### config.mk
export PLATFORM = sky130hd
export DESIGN_NAME = kernel_stream_adapter
export DESIGN_NICKNAME = d
export VERILOG_FILES = /design/src/rtl/kernel_stream_adapter.sv
export SDC_FILE = /design/constraint.sdc
export NUM_CORES = 1
export LEC_CHECK = 0
export ABC_AREA = 1
export CORE_MARGIN = 2
export CORE_UTILIZATION = 40
export CTS_CLUSTER_SIZE = 10
export DETAILED_ROUTE_END_ITERATION = 16
export SETUP_SLACK_MARGIN = 0.05
export SKIP_CTS_REPAIR_TIMING = 1
export SLEW_MARGIN = 20
export SYNTH_ARGS = -nofsm -noshare
export SYNTH_HDL_FRONTEND = slang
export SYNTH_SLANG_ARGS = --single-unit
### constraint.sdc
create_clock -name clk -period 5.7 [get_ports clk]
set_input_delay 0.57 -clock clk [delete_from_list [all_inputs] [get_ports clk]]
set_output_delay 0.57 -clock clk [all_outputs]
set_load 0.005 [all_outputs]
### src/rtl/kernel_stream_adapter.sv
// kernel_stream_adapter
// Streaming front/back-end for an ap_ctrl-style kernel wrapper. Arguments
// arriving on a valid/ready stream are queued in a small circular FIFO. One
// kernel invocation is launched per queued argument. The result is captured on
// ap_done together with the number of cycles the invocation took, and both are
// offered on a valid/ready result stream. At most one invocation is in flight.
//
// Ports
//   clk, rst         clock (rising edge) and asynchronous active-low reset
//   arg_data/valid   argument stream in, arg_ready back-pressure out
//   res_data/cycles  captured kernel result and its latency in cycles
//   res_valid        result stream valid, res_ready back-pressure in
//   k_ap_start       kernel start request (argument is k_arg = FIFO head)
//   k_ap_ready       kernel able to accept a start
//   k_ap_done        single-cycle done pulse, k_result valid with it
//   arg_count        FIFO occupancy
//   busy             high while an invocation/result is pending or FIFO non-empty
module kernel_stream_adapter #(
  parameter int DATA_TYPE  = 8,
  parameter int RES_TYPE   = 8,
  parameter int FIFO_DEPTH = 4,
  parameter int CNT_WIDTH  = 16
) (
  input  logic                          clk,
  input  logic                          rst,
  input  logic [DATA_TYPE-1:0]          arg_data,
  input  logic                          arg_valid,
  output logic                          arg_ready,
  output logic [RES_TYPE-1:0]           res_data,
  output logic [CNT_WIDTH-1:0]          res_cycles,
  output logic                          res_valid,
  input  logic                          res_ready,
  output logic                          k_ap_start,
  input  logic                          k_ap_ready,
  input  logic                          k_ap_done,
  output logic [DATA_TYPE-1:0]          k_arg,
  input  logic [RES_TYPE-1:0]           k_result,
  output logic [$clog2(FIFO_DEPTH):0]   arg_count,
  output logic                          busy
);

  localparam int PTR_W = $clog2(FIFO_DEPTH);
  localparam logic [PTR_W:0] DEPTH_C = (PTR_W+1)'(FIFO_DEPTH);
  localparam logic [CNT_WIDTH-1:0] CNT_MAX = '1;

  typedef enum logic [1:0] {IDLE, RUN, HOLD} state_t;

  state_t r_state;
  state_t w_nextState;

  logic [DATA_TYPE-1:0] r_mem [FIFO_DEPTH];
  logic [PTR_W-1:0]     r_wrPtr;
  logic [PTR_W-1:0]     r_rdPtr;
  logic [PTR_W:0]       r_count;
  logic [CNT_WIDTH-1:0] r_cycleCnt;
  logic [RES_TYPE-1:0]  r_resData;
  logic [CNT_WIDTH-1:0] r_resCycles;

  logic w_push;
  logic w_pop;

  // Ready is forced low during reset; a full FIFO never accepts, even when
  // the head is being popped in the same cycle.
  assign arg_ready  = (r_count < DEPTH_C) && rst;
  assign w_push     = arg_valid && arg_ready;
  assign w_pop      = k_ap_start && k_ap_ready;
  assign k_arg      = r_mem[r_rdPtr];
  assign arg_count  = r_count;
  assign res_data   = r_resData;
  assign res_cycles = r_resCycles;

  // Storage array needs no reset: occupancy alone decides which entries count.
  always_ff @(posedge clk) begin
    if (w_push) begin
      r_mem[r_wrPtr] <= arg_data;
    end
  end

  // Pointers wrap naturally because the depth is a power of two.
  always_ff @(posedge clk or negedge rst) begin
    if (!rst) begin
      r_wrPtr <= '0;
      r_rdPtr <= '0;
      r_count <= '0;
    end else begin
      if (w_push) begin
        r_wrPtr <= r_wrPtr + 1'b1;
      end
      if (w_pop) begin
        r_rdPtr <= r_rdPtr + 1'b1;
      end
      case ({w_push, w_pop})
        2'b10:   r_count <= r_count + 1'b1;
        2'b01:   r_count <= r_count - 1'b1;
        default: r_count <= r_count;
      endcase
    end
  end

  // FSM state register.
  always_ff @(posedge clk or negedge rst) begin
    if (!rst) begin
      r_state <= IDLE;
    end else begin
      r_state <= w_nextState;
    end
  end

  // Next-state logic; done pulses are only meaningful while running.
  always_comb begin
    w_nextState = r_state;
    case (r_state)
      IDLE: if (w_pop)     w_nextState = RUN;
      RUN:  if (k_ap_done) w_nextState = HOLD;
      HOLD: if (res_ready) w_nextState = IDLE;
      default:             w_nextState = IDLE;
    endcase
  end

  // FSM outputs. Start is only requested from IDLE, which also guarantees no
  // launch while a result is still waiting in HOLD.
  always_comb begin
    k_ap_start = (r_state == IDLE) && (r_count != '0);
    res_valid  = (r_state == HOLD);
    busy       = (r_state != IDLE) || (r_count != '0);
  end

  // Latency counter starts at 1 on launch so that a done in the first RUN
  // cycle reports 1; it saturates instead of wrapping.
  always_ff @(posedge clk or negedge rst) begin
    if (!rst) begin
      r_cycleCnt  <= '0;
      r_resData   <= '0;
      r_resCycles <= '0;
    end else begin
      if (w_pop) begin
        r_cycleCnt <= CNT_WIDTH'(1);
      end else if ((r_state == RUN) && (r_cycleCnt != CNT_MAX)) begin
        r_cycleCnt <= r_cycleCnt + 1'b1;
      end
      if ((r_state == RUN) && k_ap_done) begin
        r_resData   <= k_result;
        r_resCycles <= r_cycleCnt;
      end
    end
  end

endmodule

==> run summary, run 1 <==
The worst setup path is launched from a register. The number of buffers and inverters on the critical path is 2. The top fanout value on the critical path is 18. The global placer's final weighted congestion came out at around 0.79. In the layout the commonest cells are 68 x nand2_1, 59 x clkdlybuf4s50_1, 49 x dfrtp_1, 37 x o21ai_0. The total count of max-transition violations in the final report was 0.

The dominant register cell in the synthesized netlist is dfrtp_1. In this run the count of I/O pins placed on the die edge is 61. The max capacitance violation total is 0. TritonCTS built the clock tree. CTS placed an instance of clkbuf_8 at the clock tree root. The H-tree depth came out at 3.

The share of cells above drive strength 1 came out at about 11%. The largest net degree at the start of global routing came out at 51. The residual DRC count came out at 0. Once the floorplan was initialized, standard cells occupied a little over two fifths of the core. The final global-route overflow total is 0.

The static power due to leakage came out at between 1.5 and 2 nW. Yosys printed 0 warnings. The detailed-router iteration count before antenna repair came out at 4. The clock-pin slew on the worst setup and hold paths came out at approximately 80 ps. Based on the critical path, the design can be clocked at up to around 350 MHz. STA classifies the critical path endpoint as an output pin. The time the final worst path needs with I/O delays and setup is about 2900 ps. At the worst endpoint, the required time is 5130 ps. At the pin with the least slew margin, the transition time is just over 800 ps. The final-stage net count came out at 446. Data on the critical path arrives at its endpoint at around 2300 ps.

The final setup TNS is 0 ps. The flow ran to the end, and the final reports show no timing, DRC or antenna violations. The worst path uses 50.2% of the clock period. The number of antenna violations at the first check in global routing came out at 0. The pre-CTS setup slack is around 2700 ps. The count of flip-flops with a built-in enable after synthesis came out at 32. The clock network latency to the later pin of the worst-skew pair is roughly 340 ps. The worst clock skew on the final layout came out at about 4.9 ps. The number of clock buffers inserted by TritonCTS is 9. Setup repair after global routing left no endpoint under its margin. The signal on the critical path passes through inv_1, o21ai_0, o22ai_1, clkdlybuf4s50_1.

The worst slack on hold paths came out at around 330 ps. The count of antenna diodes in the layout is 0. Each instance of the synthesized netlist takes up on average approximately 10 µm². The post-synthesis to final-layout area growth came out at 24.1%. In this run the standard cell core region covers 0.00881 mm².

The critical path is of the reg2out type. The first-pass GRT wire length came out at around 12 mm. The average detailed-routed wire length per instance is approximately 13 µm. The critical path's slowest cell is dfrtp_1. The total die area came out at 0.00994 mm². The share of async-settable or async-resettable flops after synthesis came out at between 60 and 70%. The number of routed nets with antenna violations came out at 0.

The average via count per standard cell is roughly 5. The iteration-0 DRC count of the detailed router is a little over 80. The cell type group with the largest total delay on the critical path is buffers and inverters. The portion of the post-synthesis area used by sequential elements is 59.7%. The number of storage elements in the synthesis netlist came out at 81. In this run the cell area of the synthesized design comes to between 0.003 and 0.004 mm². The worst slew margin relative to its limit came out at approximately 45%. The minimum setup slack in the final design came out at around 2800 ps. The floorplan has 34 rows. In the global route stage, overall resource usage came out at ~15%. The final hold violation count is 0. The cell area power density came out at about 420 mW/mm². The wire-length estimate of the detail-placed layout is about 4.8 mm. The number of global-route vias before repair came out at roughly 2500. Leaving out fill and tap cells, the most frequent cell in the layout is nand2_1. The number of buffers on the longest clock path is 2. Summing over every cut layer, the via total after detailed routing is 2576. When the netlist entered floorplanning its net count stood at between 300 and 400.

The floorplan die height came out at roughly 100 µm. Setup violations remaining at the end of the flow were counted as 0. In this design, the stage delay of the slowest critical-path cell is a little under 600 ps.

The routed wire length came out at a little over 7 mm. The distinct cell type count after synthesis is 32. The worst IR drop on VDD is approximately 0.28 mV. The tightest min-delay check is of the in2async type.

The die width is around 100 µm. The count of buffers from port buffering is 60. The post-synthesis instance total came out at 354. The TritonCTS sink count is 81.
-- state kept, by name, indices dropped and copies added (netlist names) --
register    count
r_state         2
r_wrPtr         2
r_cycleCnt     16
res_cycles     16
r_mem          32
r_rdPtr         2
res_data        8
arg_count       3
-- cell type report --
type | instances | area, µm²
tap | 108 | 135
clock buffer | 10 | 128
inverter | 39 | 146
timing repair buffer | 61 | 603
multi-input combinational | 225 | 1280
sequential | 81 | 2190
fill | 793 | 4260
clock inverter | 6 | 66.3
-- where the power goes --
group          switching (W)  internal, W  total, W  leakage [nW]
Clock               0.000204     0.000204  0.000408        0.0909
Sequential         0.0000950     0.000714  0.000809         0.928
Combinational       0.000345     0.000364  0.000709         0.907
Total               0.000644      0.00128   0.00193          1.93
-- cell families after synthesis --
logic type / synth area share [%]
flip-flops: 59.7
multiplexers: 3.18
AO/OA/AOI/OAI: 8.44
adder cells (fa/ha/maj): 2.60
XOR/XNOR: 1.67
buffers and inverters: 5.36
AND/OR/NAND/NOR: 19.1
-- metal layers --
layer / GRT usage (%) / share of wire [%]
met1: 20.6 / 49
met2: 23.4 / 46
met3: 3.79 / 4.4
met4: 5.27 / 0.51
met5: 0 / 0
-- Yosys cell counts (all sizes together), types with 3 or more instances --
| master | number | area (µm²) |
|---|---|---|
| clkbuf | 6 | 22.5 |
| o21ai | 45 | 229 |
| nand2 | 75 | 304 |
| nand4 | 10 | 62.6 |
| a21oi | 3 | 15.0 |
| edfxtp | 32 | 961 |
| ha | 6 | 75.1 |
| o22ai | 8 | 50.1 |
| buf | 3 | 27.5 |
| nor2 | 44 | 239 |
| mux2 | 8 | 116 |
| inv | 39 | 146 |
| nand3 | 14 | 80.1 |
| xor2 | 6 | 52.6 |
| dfrtp | 49 | 1230 |
-- metrics by stage --
stage	cells	utilization, %	power, W	area (µm²)
after floorplan	354	-	0.00122	3660
after global placement	514	49.4	0.00153	4350
after detailed placement	514	49.4	0.00154	4350
after CTS	530	51.6	0.00196	4550
after global routing	530	51.6	0.00206	4550
final	530	51.6	0.00193	4550
-- path summary, 6_finish.rpt --
| check | from | endpoint | slack, ps | depth (start not counted) |
|---|---|---|---|---|
| setup / recovery | r_rdPtr[0]$_DFFE_PN0N_ | k_arg[0] | 2840 | 4 |
| max in group asynchronous | rst | res_data[4]$_DFFE_PN0P_ | 4930 | 2 |
| setup reg to reg | r_state[1]$_DFFE_PN0P_ | arg_count[2]$_DFFE_PN0P_ | 3160 | 9 |
| min in group clk | res_cycles[14]$_DFFE_PN0P_ | res_cycles[14]$_DFFE_PN0P_ | 490 | 2 |
| hold / removal | rst | res_cycles[2]$_DFFE_PN0P_ | 330 | 2 |
| hold reg to reg | res_cycles[14]$_DFFE_PN0P_ | res_cycles[14]$_DFFE_PN0P_ | 490 | 2 |
Power figures use the tool's default switching activity.
==> run 2: changes to the inputs <==
PLACE_DENSITY = 0.65   (was not set)
clock period = 2.4 ns   (was 5.7 ns; I/O delays follow)
==> run 2 against run 1 <==
Effect of this change:
- total power is 140% higher
- sequential power is 130% higher
- register-to-register slack got worse by 2800 ps
- die area unchanged
- sequential share of layout area down 0.67 points
- cell count is 1.3% higher
- design area up 1.4%
- clock skew is 7.5 ps higher
- critical path depth unchanged
- combinational power rose by 150%
- hold slack lost 290 ps
- routed wire length increased by 3.6%
- largest cell class unchanged
==> run summary, run 2 (synthesized netlist as in run 1, its figures left out) <==
The run finished with clean final reports. The number of cells on the worst reg-to-reg path is 9 (unchanged). The total count of max-transition violations in the final report is 0 (unchanged). The arrival time of data at the critical path endpoint came out at 1940 ps (-350 ps).

The residual DRC count is 0 (unchanged). The most frequent standard cell in the layout excluding fill and tap cells is nand2_1. The worst register-to-register path ends at arg_count[2]$_DFFE_PN0P_.

The static power due to leakage was 1.97 nW (+2.0%). The clock network latency to the later pin of the worst-skew pair was 360 ps (+20 ps). The cell area after placement came out at 0.00440 mm² (+1.2%). The average via count per standard cell came to 4.82 (-0.77%). The layout filler cell count is 805 (+1.5%).

The library cells used most frequently in the layout, excluding fill and tap cells, are 68 x nand2_1, 59 x clkdlybuf4s50_1, 49 x dfrtp_1, 37 x o21ai_0, 35 x nor2_1. The HPWL after detailed placement is 5.19 mm (+9.0%). The worst IR drop on VDD is 0.440 mV (+56%). The clock-pin slew on the worst setup and hold paths is 90 ps (about the same). The flip-flop count of the largest register, all copies and words added was 32 (unchanged).

The final global-route overflow total came out at 0 (unchanged). The average detailed-routed wire length per instance was 13.7 µm (+2.2%). The wire length on met2 came out at 3.49 mm (+6.0%).

The floorplan die height was 99.7 µm (unchanged). The final hold violation count came to 0 (unchanged). The met3 routed wirelength is 211 µm (-32%).

The data required time at the worst endpoint is 2160 ps (-2970 ps). The cell area power density came to 1010 mW/mm² (+140%). The number of rows in the core area is 34 (unchanged). TritonCTS built the clock tree.

The worst setup path is launched from a register. The global placer's final weighted congestion came to 0.805 (+2.1%). The worst slack on hold paths is 33.2 ps (-294 ps). The worst clock skew on the final layout came to 12.3 ps (+7.46 ps). The timing-limited maximum frequency is approximately 460 MHz. The die width came out at 99.7 µm (unchanged). The H-tree depth came out at 3 (unchanged). The largest net degree at the start of global routing came to 50 (-2.0%). The routed wire length is 7.35 mm (+3.6%). The global router's overall resource usage is 16.3% (+1.2 points).

The number of buffers on the longest clock path came out at 2 (unchanged). The final-report setup violation count is 0 (unchanged). The count of vias placed by the detailed router came out at 2590 (+0.54%). The iteration-0 DRC count of the detailed router came out at 81 (unchanged).

The detailed-router iteration count before antenna repair came to 4 (unchanged). The number of clock buffers inserted by TritonCTS is 9 (unchanged). The register-to-register setup slack came out at 390 ps (-2770 ps). The first-pass GRT wire length came out at 12.6 mm (+8.4%).

The worst setup path is captured at an output pin. The post-layout total power came out at 0.00466 W (+140%). The share of cells above drive strength 1 is 13.3% (+2.1 points).

The register name with the most flops is r_mem. Setup repair after global routing left no endpoint under its margin. The min-delay analysis places its worst path in the category in2async. The starting utilization of the core area is 41.6% (unchanged). The final-stage net count came out at 453 (+1.6%). The met1 layer wirelength in the final routing is 3.54 mm (+2.3%). The worst slew margin relative to its limit came out at 58.3% (+13 points). The number of global-route vias before repair came out at 2642 (+6.3%). The time the final worst path needs with I/O delays and setup is between 2000 and 2500 ps. The I/O pin count came out at 61 (unchanged). The beginning of the worst register-to-register path is r_state[1]$_DFFE_PN0P_. The root buffer cell is clkbuf_8. The count of buffers from port buffering came out at 60 (unchanged).

The max capacitance violation total came out at 0 (unchanged). The post-layout instance area is 0.00461 mm² (+1.4%). The floorplan core area came out at 0.00881 mm² (unchanged). The ratio of final minimum period to clock period came out at roughly nine tenths. The critical path in this run is classified as reg2out. Relative to the synthesized area, the layout overhead comes to 25.8%.

The slew at the pin closest to its max-slew limit is 626 ps (-198 ps). The total die area is 0.00994 mm² (unchanged). The final setup TNS came out at 0 ps (unchanged). The top layer reached by signal wires is met4. The number of routed nets with antenna violations came out at 0 (unchanged). The count of antenna diodes in the layout came to 0 (unchanged).

The top fanout value on the critical path is 10 (-8). The number of antenna violations at the first check in global routing came out at 0 (unchanged). The TritonCTS sink count came out at 81 (unchanged).
-- run 2: cell types whose count changed in the layout (fill, tap and decap cells not counted), sizes merged --
| cell | delta |
|---|---|
| buf | +7 |
| inv | -1 |
| clkbuf | -1 |
| clkinv | +2 |
-- run 2: routing by layer --
layer | up-vias | GRT usage, %
met1 | 1225 | 21.8
met5 | - | 0
li1 | 1316 | -
met4 | 0 | 7.27
met2 | 39 | 25.7
met3 | 10 | 3.37
-- run 2: where the power goes --
part	internal (W)	switching, W	total (W)	leakage [nW]
Combinational	0.000899	0.000862	0.00176	0.937
Sequential	0.00170	0.000191	0.00189	0.928
Clock	0.000489	0.000517	0.00101	0.100
Total	0.00309	0.00157	0.00466	1.97
-- run 2: critical path, stage by stage (launching register included) --
cell and delay (ps):
dfrtp_1 500, inv_1 240, o21ai_0 130, o22ai_1 170, clkdlybuf4s50_1 540
-- run 2: worst max-delay path by stage --
stage | start | endpoint | cells after the start
global placement | k_ap_ready | arg_count[2]$_DFFE_PN0P_ | 9
global route | r_rdPtr[1]$_DFFE_PN0N_ | k_arg[1] | 4
floorplan | r_state[1]$_DFFE_PN0P_ | arg_count[2]$_DFFE_PN0P_ | 9
CTS | r_rdPtr[0]$_DFFE_PN0N_ | k_arg[1] | 4
finish | r_rdPtr[1]$_DFFE_PN0N_ | k_arg[1] | 4
detailed placement | k_ap_ready | arg_count[2]$_DFFE_PN0P_ | 9
-- run 2: final cells by class --
cell class	instances	area (µm²)	area share, %
Clock buffer	9	124	2.69
Clock inverter	7	77.6	1.68
Inverter	39	150	3.26
Multi-Input combinational cell	225	1280	27.8
Sequential cell	81	2190	47.4
Tap cell	108	135	2.93
Timing Repair Buffer	68	656	14.2
-- run 2: stage by stage --
stage	util, %	cells	worst slack [ps]
after floorplan	-	354	487
after global placement	50.0	521	318
after detailed placement	50.0	521	300
after CTS	52.3	537	139
after global routing	52.3	537	79.4
final	52.3	537	219
